### src/rtl/decode_pkg.sv
// Shared constants for the decode stage.
// Holds the default field widths, the field positions within the
// instruction word and the instruction-width derivation.
package decode_pkg;

    localparam int unsigned OP_W_DEF   = 4;
    localparam int unsigned ADDR_W_DEF = 4;

    // Field positions, counted in ADDR_W-sized slots from the LSB:
    // opcode | src1 | src2 | dest
    localparam int unsigned DEST_POS = 0;
    localparam int unsigned SRC2_POS = 1;
    localparam int unsigned SRC1_POS = 2;
    localparam int unsigned OP_POS   = 3;

    function automatic int unsigned instr_width(input int unsigned op_w,
                                                input int unsigned addr_w);
        return op_w + 3 * addr_w;
    endfunction

endpackage

### src/rtl/reg_scoreboard.sv
// Register pending scoreboard.
// Ports: clk/rst (sync, active-high); set_en/set_add marks a register
// pending; clr_en/clr_add retires a writeback; flush_en/flush_add drops
// the pending bit of a flushed instruction; chk_add1..3 are looked up
// against the post-writeback state and hazard_c reports any hit;
// pending is the registered scoreboard vector.
module reg_scoreboard
    import decode_pkg::*;
#(
    parameter int unsigned ADDR_W   = ADDR_W_DEF,
    parameter int unsigned ZERO_REG = 0,
    localparam int unsigned NUM_REGS = 2 ** ADDR_W
) (
    input  logic                clk,
    input  logic                rst,
    input  logic                set_en,
    input  logic [ADDR_W-1:0]   set_add,
    input  logic                clr_en,
    input  logic [ADDR_W-1:0]   clr_add,
    input  logic                flush_en,
    input  logic [ADDR_W-1:0]   flush_add,
    input  logic [ADDR_W-1:0]   chk_add1,
    input  logic [ADDR_W-1:0]   chk_add2,
    input  logic [ADDR_W-1:0]   chk_add3,
    output logic [NUM_REGS-1:0] pending,
    output logic                hazard_c
);

    logic [NUM_REGS-1:0] wb_mask;
    logic [NUM_REGS-1:0] flush_mask;
    logic [NUM_REGS-1:0] set_mask;
    logic [NUM_REGS-1:0] live;

    // Masks and the bypassed view used for the hazard lookup
    always_comb begin
        wb_mask    = '0;
        flush_mask = '0;
        set_mask   = '0;
        if (clr_en)   wb_mask[clr_add]     = 1'b1;
        if (flush_en) flush_mask[flush_add] = 1'b1;
        if (set_en)   set_mask[set_add]    = 1'b1;
        if (ZERO_REG != 0) set_mask[0] = 1'b0;
        // A writeback landing this cycle already counts as retired
        live = pending & ~wb_mask;
        if (ZERO_REG != 0) live[0] = 1'b0;
        hazard_c = live[chk_add1] | live[chk_add2] | live[chk_add3];
    end

    // Clears first, then the set, so a same-cycle set wins
    always_ff @(posedge clk) begin
        if (rst) begin
            pending <= '0;
        end else begin
            pending <= (live & ~flush_mask) | set_mask;
        end
    end

endmodule

### src/rtl/decode_stage.sv
// Instruction decode stage with valid/ready handshake and register
// scoreboard for RAW/WAW hazard stalls.
// Ports: i_clk, i_rst (sync, active-high); i_valid/o_ready/i_instruction
// upstream; o_valid/i_ready/o_opcode/o_srcadd1/o_srcadd2/o_destadd
// downstream (registered); i_wb_valid/i_wb_add writeback retire;
// i_flush drops the held instruction; o_pending scoreboard for debug.
module decode_stage
    import decode_pkg::*;
#(
    parameter int unsigned OP_W     = OP_W_DEF,
    parameter int unsigned ADDR_W   = ADDR_W_DEF,
    parameter int unsigned ZERO_REG = 0,
    localparam int unsigned INSTR_W  = instr_width(OP_W, ADDR_W),
    localparam int unsigned NUM_REGS = 2 ** ADDR_W
) (
    input  logic                i_clk,
    input  logic                i_rst,
    input  logic                i_valid,
    output logic                o_ready,
    input  logic [INSTR_W-1:0]  i_instruction,
    output logic                o_valid,
    input  logic                i_ready,
    output logic [OP_W-1:0]     o_opcode,
    output logic [ADDR_W-1:0]   o_srcadd1,
    output logic [ADDR_W-1:0]   o_srcadd2,
    output logic [ADDR_W-1:0]   o_destadd,
    input  logic                i_wb_valid,
    input  logic [ADDR_W-1:0]   i_wb_add,
    input  logic                i_flush,
    output logic [NUM_REGS-1:0] o_pending
);

    localparam int unsigned OP_LSB   = OP_POS * ADDR_W;
    localparam int unsigned SRC1_LSB = SRC1_POS * ADDR_W;
    localparam int unsigned SRC2_LSB = SRC2_POS * ADDR_W;
    localparam int unsigned DEST_LSB = DEST_POS * ADDR_W;

    logic [OP_W-1:0]   in_op;
    logic [ADDR_W-1:0] in_src1;
    logic [ADDR_W-1:0] in_src2;
    logic [ADDR_W-1:0] in_dest;
    logic              hazard;
    logic              accept;
    logic              flush_clr;

    assign in_op   = i_instruction[OP_LSB   +: OP_W];
    assign in_src1 = i_instruction[SRC1_LSB +: ADDR_W];
    assign in_src2 = i_instruction[SRC2_LSB +: ADDR_W];
    assign in_dest = i_instruction[DEST_LSB +: ADDR_W];

    // Handshake: the output slot must be free or draining this cycle
    always_comb begin
        o_ready   = (!o_valid || i_ready) && !hazard && !i_flush && !i_rst;
        accept    = i_valid && o_ready;
        flush_clr = i_flush && o_valid;
    end

    reg_scoreboard #(
        .ADDR_W   (ADDR_W),
        .ZERO_REG (ZERO_REG)
    ) u_scoreboard (
        .clk       (i_clk),
        .rst       (i_rst),
        .set_en    (accept),
        .set_add   (in_dest),
        .clr_en    (i_wb_valid),
        .clr_add   (i_wb_add),
        .flush_en  (flush_clr),
        .flush_add (o_destadd),
        .chk_add1  (in_src1),
        .chk_add2  (in_src2),
        .chk_add3  (in_dest),
        .pending   (o_pending),
        .hazard_c  (hazard)
    );

    // Output register; fields only change on accept
    always_ff @(posedge i_clk) begin
        if (i_rst) begin
            o_valid   <= 1'b0;
            o_opcode  <= '0;
            o_srcadd1 <= '0;
            o_srcadd2 <= '0;
            o_destadd <= '0;
        end else if (accept) begin
            o_valid   <= 1'b1;
            o_opcode  <= in_op;
            o_srcadd1 <= in_src1;
            o_srcadd2 <= in_src2;
            o_destadd <= in_dest;
        end else if (i_flush || i_ready) begin
            o_valid <= 1'b0;
        end
    end

endmodule

### config.mk
export PLATFORM = sky130hd
export DESIGN_NAME = decode_stage
export DESIGN_NICKNAME = d
export VERILOG_FILES = /design/src/rtl/decode_pkg.sv /design/src/rtl/reg_scoreboard.sv /design/src/rtl/decode_stage.sv
export SDC_FILE = /design/constraint.sdc
export NUM_CORES = 1
export LEC_CHECK = 0
export CORE_UTILIZATION = 52
export CTS_CLUSTER_SIZE = 16
export DETAILED_ROUTE_END_ITERATION = 8
export GPL_ROUTABILITY_DRIVEN = 0
export PLACE_DENSITY = 0.86
export SYNTH_ARGS = -nofsm -noshare
export SYNTH_HDL_FRONTEND = slang
export SYNTH_SLANG_ARGS = --single-unit
### constraint.sdc
create_clock -name i_clk -period 4.7 [get_ports i_clk]
set_input_delay 0.94 -clock i_clk [delete_from_list [all_inputs] [get_ports i_clk]]
set_output_delay 0.94 -clock i_clk [all_outputs]
set_load 0.01 [all_outputs]
==> impl_metrics.yaml <==
yosys:
  synth_enable_flop_cells: 0
  postSynth.topFlopCell: "sky130_fd_sc_hd__dfxtp_1"
  ys_ff_latch: 33
  synth.avg_cell_area_um2: 8.50
  post_synth_num_cell_types: 47
  synth_seq_area_share_pct: 31.2
  ys_warn_count: 0
  asyncSetResetFlopFracSynth_pct: 0
  netlist_area_um2: 2120
  net_count_of_the_mapped_netlist: 275
  post_synth_inst_count: 249
clocking:
  clockRootBuffer: "sky130_fd_sc_hd__clkbuf_8"
  clock_path_buffers: 2
  clk_transition_reported_paths_ns: 0.07
  post_cts_setup_buffer_count: 0
  numCtsBuffers: 5
  ctsHoldBuffers: 0
  cts-htree-levels: 2
  post_cts_resize_count: 0
  cts_sink_count: 33
  cts_tree: "yes"
  clock_insertion_delay_at_the_later_pin_of_the_skew_report_ns: 0.29
place:
  port_buffers: 59
  dpl.hpwl_mm: 4.73
worst_setup_path:
  timing.critical_path.from_type: "input pin"
  worstPathArrival_ns: 3.66
  worstSetupPathType: "in2out"
  worstPathRequired_ns: 3.76
  critPathMaxFanout: 6
  worstSetupEndpointType: "output port"
sta:
  clock-skew-final_ns: 0.00773
  number_of_max_slew_violations_in_the_final_report: 0
  maxClockFrequency_mhz: 217
  max_slew.worst_pin.slew_ns: 0.546
  fin_crit_sh_pct: 97.9
  timing.max_slew.rel_slack_pct: 63.6
  report.final.hold_viol_count: 0
  layout_min_cycle_time_ns: 4.60
  setup-violations-final: 0
  fin_setup_tns_ns: 0
  rsz0062_at_grt: "false"
pwr:
  design_power_total_uw: 629
  power_density_nw_per_um2: 217
  clkPwrFrac_pct: 33.5
  switching_power_uw: 177
  ir_worst_vdd_uv: 205
  leakage_nw: 1.07
  seq_power_share_pct: 46.6
  share_comb_of_total_power_pct: 19.9
  internal_dissipation_uw: 452
  power_switching_share_pct: 28.2
grt:
  grt_first_pass_wirelength_mm: 10.4
  number_of_antenna_violations_at_the_first_check_in_global_routing: 0
  number_of_global_route_vias_before_repair: 2157
  grt_start_max_net_pins: 37
  grt.overflow.total: 0
  track_usage_pct: 31.7
drt:
  avgRoutedWirePerCell_um: 17.6
  tritonroute_pass_1_iters: 5
  route.vias.total: 2336
  post-route-drc-count: 0
  antenna_left: 0
  detail_route.vias_per_cell: 6.38
  wirelength_mm: 6.44
  drt_first_iter_violations: 234
floorplanning:
  floorplan.initialDensity_pct: 56.1
  dieHeight_um: 65.8
  floorplan.die_area_um2: 4330
  num_rows: 22
  floorplan.die.width_um: 65.8
  core_region_area_um2: 3770
  ioPinCount: 60
job:
  drv.max_cap_violation_count: 0
final_layout:
  layout.filler_cells: 281
  design.final.nets: 343
  antenna_cells_inserted: 0
  areaGrowthSynthToFinish_pct: 37.3
  post_route_cells_drive_above_1_share_pct: 12.6
status:
  status: "finished, final reports clean"
hold_path:
  hold_path_class: "reg2reg"
-- cell usage after synthesis (2+ instances only) --
cell type	number	share of area (%)
sky130_fd_sc_hd__or3_1	15	4.4
sky130_fd_sc_hd__nand2b_1	18	5.3
sky130_fd_sc_hd__nor2b_1	7	2.1
sky130_fd_sc_hd__nor2_1	18	3.2
sky130_fd_sc_hd__o2111ai_1	6	2.5
sky130_fd_sc_hd__nand2_1	12	2.1
sky130_fd_sc_hd__mux2_4	4	2.8
sky130_fd_sc_hd__dfxtp_1	33	31
sky130_fd_sc_hd__o21ai_1	7	1.7
sky130_fd_sc_hd__o311a_1	2	0.95
sky130_fd_sc_hd__o211ai_1	18	6.4
sky130_fd_sc_hd__or2_2	3	0.89
sky130_fd_sc_hd__o31ai_1	13	4.6
sky130_fd_sc_hd__inv_1	11	2.0
sky130_fd_sc_hd__clkbuf_1	9	1.6
sky130_fd_sc_hd__a31oi_1	4	1.2
sky130_fd_sc_hd__nand4_1	4	1.2
sky130_fd_sc_hd__mux2_2	6	3.2
sky130_fd_sc_hd__o21ai_0	9	2.1
sky130_fd_sc_hd__buf_6	2	1.1
sky130_fd_sc_hd__or2_1	2	0.59
sky130_fd_sc_hd__o22ai_1	2	0.59
sky130_fd_sc_hd__o21bai_1	2	0.71
sky130_fd_sc_hd__nor3_1	6	1.4
sky130_fd_sc_hd__mux2i_1	12	5.7
sky130_fd_sc_hd__nand3b_1	3	1.1
-- per-layer routing --
layer	share of wire, %	global-route usage, %	up-vias
met3	9.9	7.07	21
li1	-	-	1086
met2	47	51.7	160
met1	41	39.7	1069
met5	0	0	-
met4	2.5	13.6	0
-- cells in the final DEF, fill, tap and decap left out, types with 2 or more instances in the layout --
master | netlist | layout
sky130_fd_sc_hd__buf_4 | 0 | 15
sky130_fd_sc_hd__dfxtp_1 | 33 | 33
sky130_fd_sc_hd__mux2i_1 | 12 | 12
sky130_fd_sc_hd__mux2_4 | 4 | 4
sky130_fd_sc_hd__o21ai_0 | 9 | 9
sky130_fd_sc_hd__o31ai_1 | 13 | 13
sky130_fd_sc_hd__mux2_2 | 6 | 6
sky130_fd_sc_hd__or3_1 | 15 | 15
sky130_fd_sc_hd__nor2_1 | 18 | 18
sky130_fd_sc_hd__inv_1 | 11 | 11
sky130_fd_sc_hd__nor3_1 | 6 | 6
sky130_fd_sc_hd__nand2b_1 | 18 | 18
sky130_fd_sc_hd__or2_2 | 3 | 3
sky130_fd_sc_hd__clkdlybuf4s50_1 | 0 | 59
sky130_fd_sc_hd__a31oi_1 | 4 | 4
sky130_fd_sc_hd__o21ai_1 | 7 | 6
sky130_fd_sc_hd__nand4_1 | 4 | 4
sky130_fd_sc_hd__nand2_1 | 12 | 12
sky130_fd_sc_hd__o2111ai_1 | 6 | 6
sky130_fd_sc_hd__o22ai_1 | 2 | 2
sky130_fd_sc_hd__or2_1 | 2 | 2
sky130_fd_sc_hd__clkinv_2 | 0 | 2
sky130_fd_sc_hd__o311a_1 | 2 | 2
sky130_fd_sc_hd__nand3b_1 | 3 | 3
sky130_fd_sc_hd__o211ai_1 | 18 | 18
sky130_fd_sc_hd__clkbuf_8 | 0 | 5
sky130_fd_sc_hd__o21bai_1 | 2 | 2
sky130_fd_sc_hd__nor2b_1 | 7 | 7
-- final timing paths --
path	startpoint	end	slack, ns	depth (start not counted)
max	i_wb_valid	o_ready	0.10	8
min	o_srcadd2[0]	o_srcadd2[0]	0.48	2
max reg2reg	u_scoreboard.pending[1]	o_srcadd1[2]	2.27	7
min reg2reg	o_srcadd2[0]	o_srcadd2[0]	0.48	2
-- flip-flops by register name, indices dropped and copies added (netlist names) --
signal	count
o_srcadd1	4
o_srcadd2	4
o_opcode	4
o_valid	1
o_destadd	4
u_scoreboard.pending	16
-- layout make-up --
class                      count  area, um2  share of cell area, %
tap                           48       60.1                   2.07
multi-input combinational    192       1350                   46.6
inverter                      11       41.3                   1.42
sequential                    33        661                   22.7
clock buffer                   5       68.8                   2.37
clock inverter                 3       17.5                  0.603
timing repair buffer          74        703                   24.2
-- kinds of logic (layout without fill, tap and decap cells) --
family / Yosys count / in the layout / synth area share [%]
and+or+nand+nor: 97 / 97 / 26.7
AOI/OAI and AO/OA: 72 / 72 / 24.2
DFF: 33 / 33 / 31.2
buffers and inverters: 24 / 93 / 5.03
muxes: 23 / 23 / 12.8
-- critical path: stages --
cell and delay, ns:
sky130_fd_sc_hd__clkdlybuf4s50_1 0.57, sky130_fd_sc_hd__or3b_4 0.44, sky130_fd_sc_hd__o21ai_1 0.25, sky130_fd_sc_hd__nor2_1 0.06
sky130_fd_sc_hd__or4_1 0.39, sky130_fd_sc_hd__a31o_1 0.23, sky130_fd_sc_hd__and4b_1 0.25, sky130_fd_sc_hd__clkdlybuf4s50_1 0.53
-- power groups by stage --
stage	registers, mW	clock network, mW	logic, mW
after global routing	0.294	0.225	0.134
after floorplan	0.302	0	0.0576
after global placement	0.299	0	0.121
final	0.293	0.211	0.125
after CTS	0.293	0.212	0.123
after detailed placement	0.299	0	0.122
-- stage by stage --
step	instance area, um2	cells	setup WS, ns	util (%)	hold slack, ns
2_1_floorplan	2120	249	1.27	-	0.496
3_3_place_gp	2810	358	0.211	74.6	0.460
3_5_place_dp	2810	358	0.125	74.6	0.465
4_1_cts	2900	366	0.122	76.9	0.477
5_1_grt	2900	366	0.00241	77.0	0.511
6_report	2900	366	0.100	77.0	0.475
Note: power is estimated with default switching activity, not from simulation.
